`config.mk`:
```
export PLATFORM = sky130hd
export DESIGN_NAME = pipe_stall_ctrl
export DESIGN_NICKNAME = d
export VERILOG_FILES = /design/src/rtl/pipe_stall_ctrl.sv
export SDC_FILE = /design/constraint.sdc
export NUM_CORES = 1
export LEC_CHECK = 0
export BUFFER_PORTS_ARGS = -buffer_cell sky130_fd_sc_hd__buf_4
export CELL_PAD_IN_SITES_DETAIL_PLACEMENT = 2
export CELL_PAD_IN_SITES_GLOBAL_PLACEMENT = 2
export CORE_MARGIN = 1
export CORE_UTILIZATION = 27
export DETAILED_ROUTE_END_ITERATION = 12
export GPL_ROUTABILITY_DRIVEN = 0
export PLACE_DENSITY_LB_ADDON = 0.05
export SYNTH_ARGS = -nofsm -noshare
export SYNTH_HDL_FRONTEND = slang
export SYNTH_SLANG_ARGS = --single-unit
```
`constraint.sdc`:
```
create_clock -name clock -period 2.61 [get_ports clock]
set_input_delay 0.522 -clock clock [delete_from_list [all_inputs] [get_ports clock]]
set_output_delay 0.522 -clock clock [all_outputs]
set_load 0.05 [all_outputs]
```
`src/rtl/pipe_stall_ctrl.sv`:
```
// pipe_stall_ctrl: central stall/flush controller for the 5-stage pipeline.
// Merges load-use hazards, mult/div (HI/LO) sequencing, data-memory wait
// freezes and EX-stage redirects into one set of per-stage write enables,
// flushes and a mult/div start strobe.
module pipe_stall_ctrl #(
    parameter int MUL_CYCLES = 4,
    parameter int DIV_CYCLES = 32,
    parameter int CNT_W      = 6
) (
    input  logic        clock,
    input  logic        reset,
    input  logic        ex_MemRead,
    input  logic [4:0]  ex_rt,
    input  logic [4:0]  id_rs,
    input  logic [4:0]  id_rt,
    input  logic        id_md_op,
    input  logic        id_md_div,
    input  logic        id_hilo_use,
    input  logic        mem_wait,
    input  logic        ex_redirect,
    output logic        pc_write,
    output logic        ifid_write,
    output logic        ifid_flush,
    output logic        idex_write,
    output logic        idex_flush,
    output logic        exmem_write,
    output logic        md_start,
    output logic        md_busy,
    output logic [15:0] stall_cnt
);

    typedef enum logic {
        MD_IDLE = 1'b0,
        MD_BUSY = 1'b1
    } mdState_t;

    mdState_t         r_mdState;
    mdState_t         w_mdStateNext;
    logic [CNT_W-1:0] r_mdCnt;
    logic [CNT_W-1:0] w_mdCntNext;
    logic [15:0]      r_stallCnt;

    logic w_loadUse;
    logic w_mdHazard;
    logic w_hazard;
    logic w_stallInc;

    // Hazard detection; register 0 never creates a load-use dependency, and
    // md_busy is masked while reset is held so a mid-divide reset reads idle.
    always_comb begin
        md_busy    = (r_mdState == MD_BUSY) && !reset;
        w_loadUse  = ex_MemRead && (ex_rt != 5'd0) &&
                     ((id_rs == ex_rt) || (id_rt == ex_rt));
        w_mdHazard = md_busy && (id_md_op || id_hilo_use);
        w_hazard   = w_loadUse || w_mdHazard;
    end

    // Priority resolution: reset > mem_wait > ex_redirect > hazard > normal.
    always_comb begin
        pc_write    = 1'b1;
        ifid_write  = 1'b1;
        ifid_flush  = 1'b0;
        idex_write  = 1'b1;
        idex_flush  = 1'b0;
        exmem_write = 1'b1;
        md_start    = 1'b0;
        w_stallInc  = 1'b0;
        if (reset) begin
            pc_write    = 1'b0;
            ifid_write  = 1'b0;
            idex_write  = 1'b0;
            exmem_write = 1'b0;
            ifid_flush  = 1'b1;
            idex_flush  = 1'b1;
        end else if (mem_wait) begin
            pc_write    = 1'b0;
            ifid_write  = 1'b0;
            idex_write  = 1'b0;
            exmem_write = 1'b0;
        end else if (ex_redirect) begin
            ifid_flush  = 1'b1;
            idex_flush  = 1'b1;
        end else if (w_hazard) begin
            pc_write    = 1'b0;
            ifid_write  = 1'b0;
            idex_flush  = 1'b1;
            w_stallInc  = 1'b1;
        end else begin
            md_start    = id_md_op;
        end
    end

    // Mult/div sequencer next state: load the latency on start, count down to 0.
    always_comb begin
        w_mdStateNext = r_mdState;
        w_mdCntNext   = r_mdCnt;
        case (r_mdState)
            MD_IDLE: begin
                if (md_start) begin
                    w_mdStateNext = MD_BUSY;
                    w_mdCntNext   = id_md_div ? CNT_W'(DIV_CYCLES - 1)
                                              : CNT_W'(MUL_CYCLES - 1);
                end
            end
            MD_BUSY: begin
                if (r_mdCnt == '0) begin
                    w_mdStateNext = MD_IDLE;
                end else begin
                    w_mdCntNext = r_mdCnt - 1'b1;
                end
            end
            default: begin
                w_mdStateNext = MD_IDLE;
                w_mdCntNext   = '0;
            end
        endcase
    end

    // Sequencer state register; keeps counting through memory freezes.
    always_ff @(posedge clock) begin
        if (reset) begin
            r_mdState <= MD_IDLE;
            r_mdCnt   <= '0;
        end else begin
            r_mdState <= w_mdStateNext;
            r_mdCnt   <= w_mdCntNext;
        end
    end

    // Saturating count of cycles lost to genuine hazard stalls.
    always_ff @(posedge clock) begin
        if (reset) begin
            r_stallCnt <= 16'd0;
        end else if (w_stallInc && (r_stallCnt != 16'hFFFF)) begin
            r_stallCnt <= r_stallCnt + 16'd1;
        end
    end

    assign stall_cnt = r_stallCnt;

endmodule
```
==> run_results.csv <==
group,metric,value,unit
finish,nFillCells,553,
clock_network,htree_levels,1,
global_route,grt.total_usage,17.2,%
run,drv_cap,0,
global_route,overflow,0,
routing,routed_via_density,5.25,
sta,fmax,408,MHz
floorplanning,die_area,0.00548,sq mm
logic_synthesis,synthCells,177,
placed_design,portBuffers,46,
setup_path,path_cells,"buf_4, or4_1, o21ai_1, o21ai_1, a21boi_4, buf_4",
finish,multiInputGateArea,862,sq um
logic_synthesis,yosys-top-cells-count,"dfxtp_1 (23), nor2_1 (15), a21oi_1 (14), inv_1 (10), xor2_1 (10)",
setup_path,slowest_delay,0.51,ns
finish,syn2layout_area_growth,34.6,%
finish,diodes,0,
floorplanning,rows,25,
floorplanning,start_util,28.9,%
sta,fin_setup_tns,0,ns
logic_synthesis,syn_area,0.00140,sq mm
finish,layout-drive-gt1-share,27.3,%
setup_path,critPathBufInv,2,
logic_synthesis,synth_area_leader_cell,"dfxtp_1",
setup_path,start_kind,"input pin",
routing,finalWirelength,4550,um
routing,drt-wirelength-per-cell,15.8,um
finish,num-nets-final,246,
setup_path,cp_max_fo,3,
clock_network,cts-root-buf,"clkbuf_8",
logic_synthesis,yosysMostFrequentCell,"dfxtp_1",
routing,drt_first_pass_iters,4,
floorplanning,die_y,74.0,um
finish,utilization,38.9,%
sta,fin_crit,2.45,ns
clock_network,cts.path.max_buffers,2,
global_route,grt_pass1_vias,1539,
finish,register_area,460,sq um
sta,setup_viol,0,
global_route,grt_max_degree,26,
clock_network,cts_buffers,3,
sta,rsz0062_at_grt,"false",
clock_network,cts_setup_buffers,0,
clock_network,clk_latency,0.26,ns
hold_path,hp-class,"reg2reg",
sta,hold_violations,0,
sta,maxSlewHeadroom,68.4,%
global_route,antenna_found_initial,0,
floorplanning,die_w,74.0,um
logic_synthesis,synthFlopType,"dfxtp_1",
routing,vias,1508,
power,powerDensity,391,mW/mm^2
setup_path,critical_path_class,"in2out",
clock_network,path_clk_slew,0.09,ns
floorplanning,pin_count,47,
setup_path,crit_slowest_cell,"or4_1",
logic_synthesis,synth_edf_count,0,
global_route,grt_pass1_wl,7260,um
setup_path,crit_arrival,1.93,ns
sta,skew,0.00133,ns
sta,drv_slew,0,
logic_synthesis,synth_area_leaders,"dfxtp_1 (33%), xor2_1 (6.3%), a21oi_1 (5.0%), nor2_1 (4.0%), or4_1 (3.8%)",
setup_path,crit_family,"compound AO/OA/AOI/OAI gates",
sta,worstMarginPinSlew,0.474,ns
logic_synthesis,ys_types,40,
routing,drt_iter0_drc,40,
power,p_leak,0.726,nW
logic_synthesis,avgSynthCellArea,7.91,sq um
routing,final_antenna_net_count,0,
routing,drc,0,
clock_network,cts_tree,"done",
setup_path,crit_required,2.09,ns
setup_path,endpoint_kind,"primary output",
floorplanning,coreArea,0.00485,sq mm
logic_synthesis,ys_warn_count,0,
sta,final.period_utilization,93.9,%
power,ir_worst_vdd,0.210,mV
logic_synthesis,synth-seq-cells,23,
clock_network,hold_buffers,0,
logic_synthesis,yosys.area.top_type_share,32.9,%
placed_design,dp_hpwl,3530,um
logic_synthesis,synth-async-reset-ratio,0,%
clock_network,clock_sinks,23,
outcome,status,"completed",
logic_synthesis,ys_seq_area_share,32.9,%
logic_synthesis,synth_nets,202,
[logic make-up after synthesis]
| kind of cell | Yosys count | share of synthesized area [%] |
|---|---|---|
| simple gates | 64 | 25.4 |
| compound gates | 54 | 25.3 |
| flops | 23 | 32.9 |
| buf+inv | 22 | 6.79 |
| xor+xnor | 10 | 6.26 |
| mux | 2 | 1.61 |
| fa+ha+maj | 2 | 1.79 |
[placed cells by master, fill, tap and decap left out, drive strengths merged]
master / instances
buf: 51
dfxtp: 23
nor2: 15
a21oi: 14
o21ai: 12
inv: 10
xor2: 10
nand2: 9
or4: 7
o31ai: 6
or2: 6
o311ai: 5
o41ai: 5
nand4: 4
nor2b: 4
nor3: 4
clkbuf: 4
nand3: 3
or3: 3
a21boi: 3
and3: 2
a211oi: 2
a31oi: 2
nor4: 2
mux2: 2
ha: 2
and2b: 1
or4b: 1
a22oi: 1
and4: 1
o31a: 1
a31o: 1
or3b: 1
a21o: 1
and2: 1
a221oi: 1
[area by class of cell]
| type | instances | area share (%) |
|---|---|---|
| inverters | 10 | 1.99 |
| multi-input cells | 132 | 45.8 |
| repair buffers | 51 | 21.0 |
| well taps | 67 | 4.45 |
| clock buffers | 4 | 2.39 |
| flip-flops and latches | 23 | 24.4 |
[path summary, 6_finish.rpt]
| path | startpoint | to | slack [ns] | cells past startpoint |
|---|---|---|---|---|
| worst max-delay path | ex_rt[1] | ifid_write | 0.16 | 6 |
| worst min-delay path | r_mdCnt[2] | r_mdCnt[2] | 0.50 | 2 |
| worst max register to register | stall_cnt[4] | stall_cnt[15] | 0.39 | 7 |
| worst min register to register | r_mdCnt[2] | r_mdCnt[2] | 0.50 | 2 |
[through the flow]
| step | setup slack [ns] | hold WS [ns] | area (sq um) | instances | total power [mW] |
|---|---|---|---|---|---|
| 2_1_floorplan | -0.0500 | 0.462 | 1420 | 177 | 0.454 |
| 3_3_place_gp | 0.0571 | 0.472 | 1840 | 283 | 0.511 |
| 3_5_place_dp | -0.00841 | 0.493 | 1840 | 283 | 0.518 |
| 4_1_cts | 0.146 | 0.504 | 1880 | 287 | 0.748 |
| 5_1_grt | 0.0697 | 0.528 | 1880 | 287 | 0.774 |
| 6_report | 0.160 | 0.501 | 1880 | 287 | 0.737 |
[worst min-delay path: stages (launching register included)]
cell and delay, ns:
dfxtp_1 0.33, o21ai_0 0.07, a21oi_1 0.06
[metal layers]
layer / global-route usage [%] / share of wire (%)
met5: 0 / 0
met4: 4.49 / 0.92
met3: 2.85 / 3.3
met2: 31.4 / 51
met1: 20.7 / 45
[sequential cells by signal, indices dropped and copies added (netlist names)]
name and cells:
r_mdCnt 6, r_mdState 1, stall_cnt 16
[repair_timing]
action | CTS | global route
setup endpoints to repair | 1 | 0
gates resized for setup | 1 | 0
hold endpoints to repair | 0 | 0
[report_power, final]
group	total (mW)	internal (mW)	leakage [nW]	switching [mW]
Sequential	0.363	0.357	0.186	0.00566
Combinational	0.145	0.0609	0.518	0.0842
Clock	0.229	0.109	0.0228	0.120
Total	0.737	0.527	0.726	0.210
Note: power is estimated with default switching activity, not from simulation.
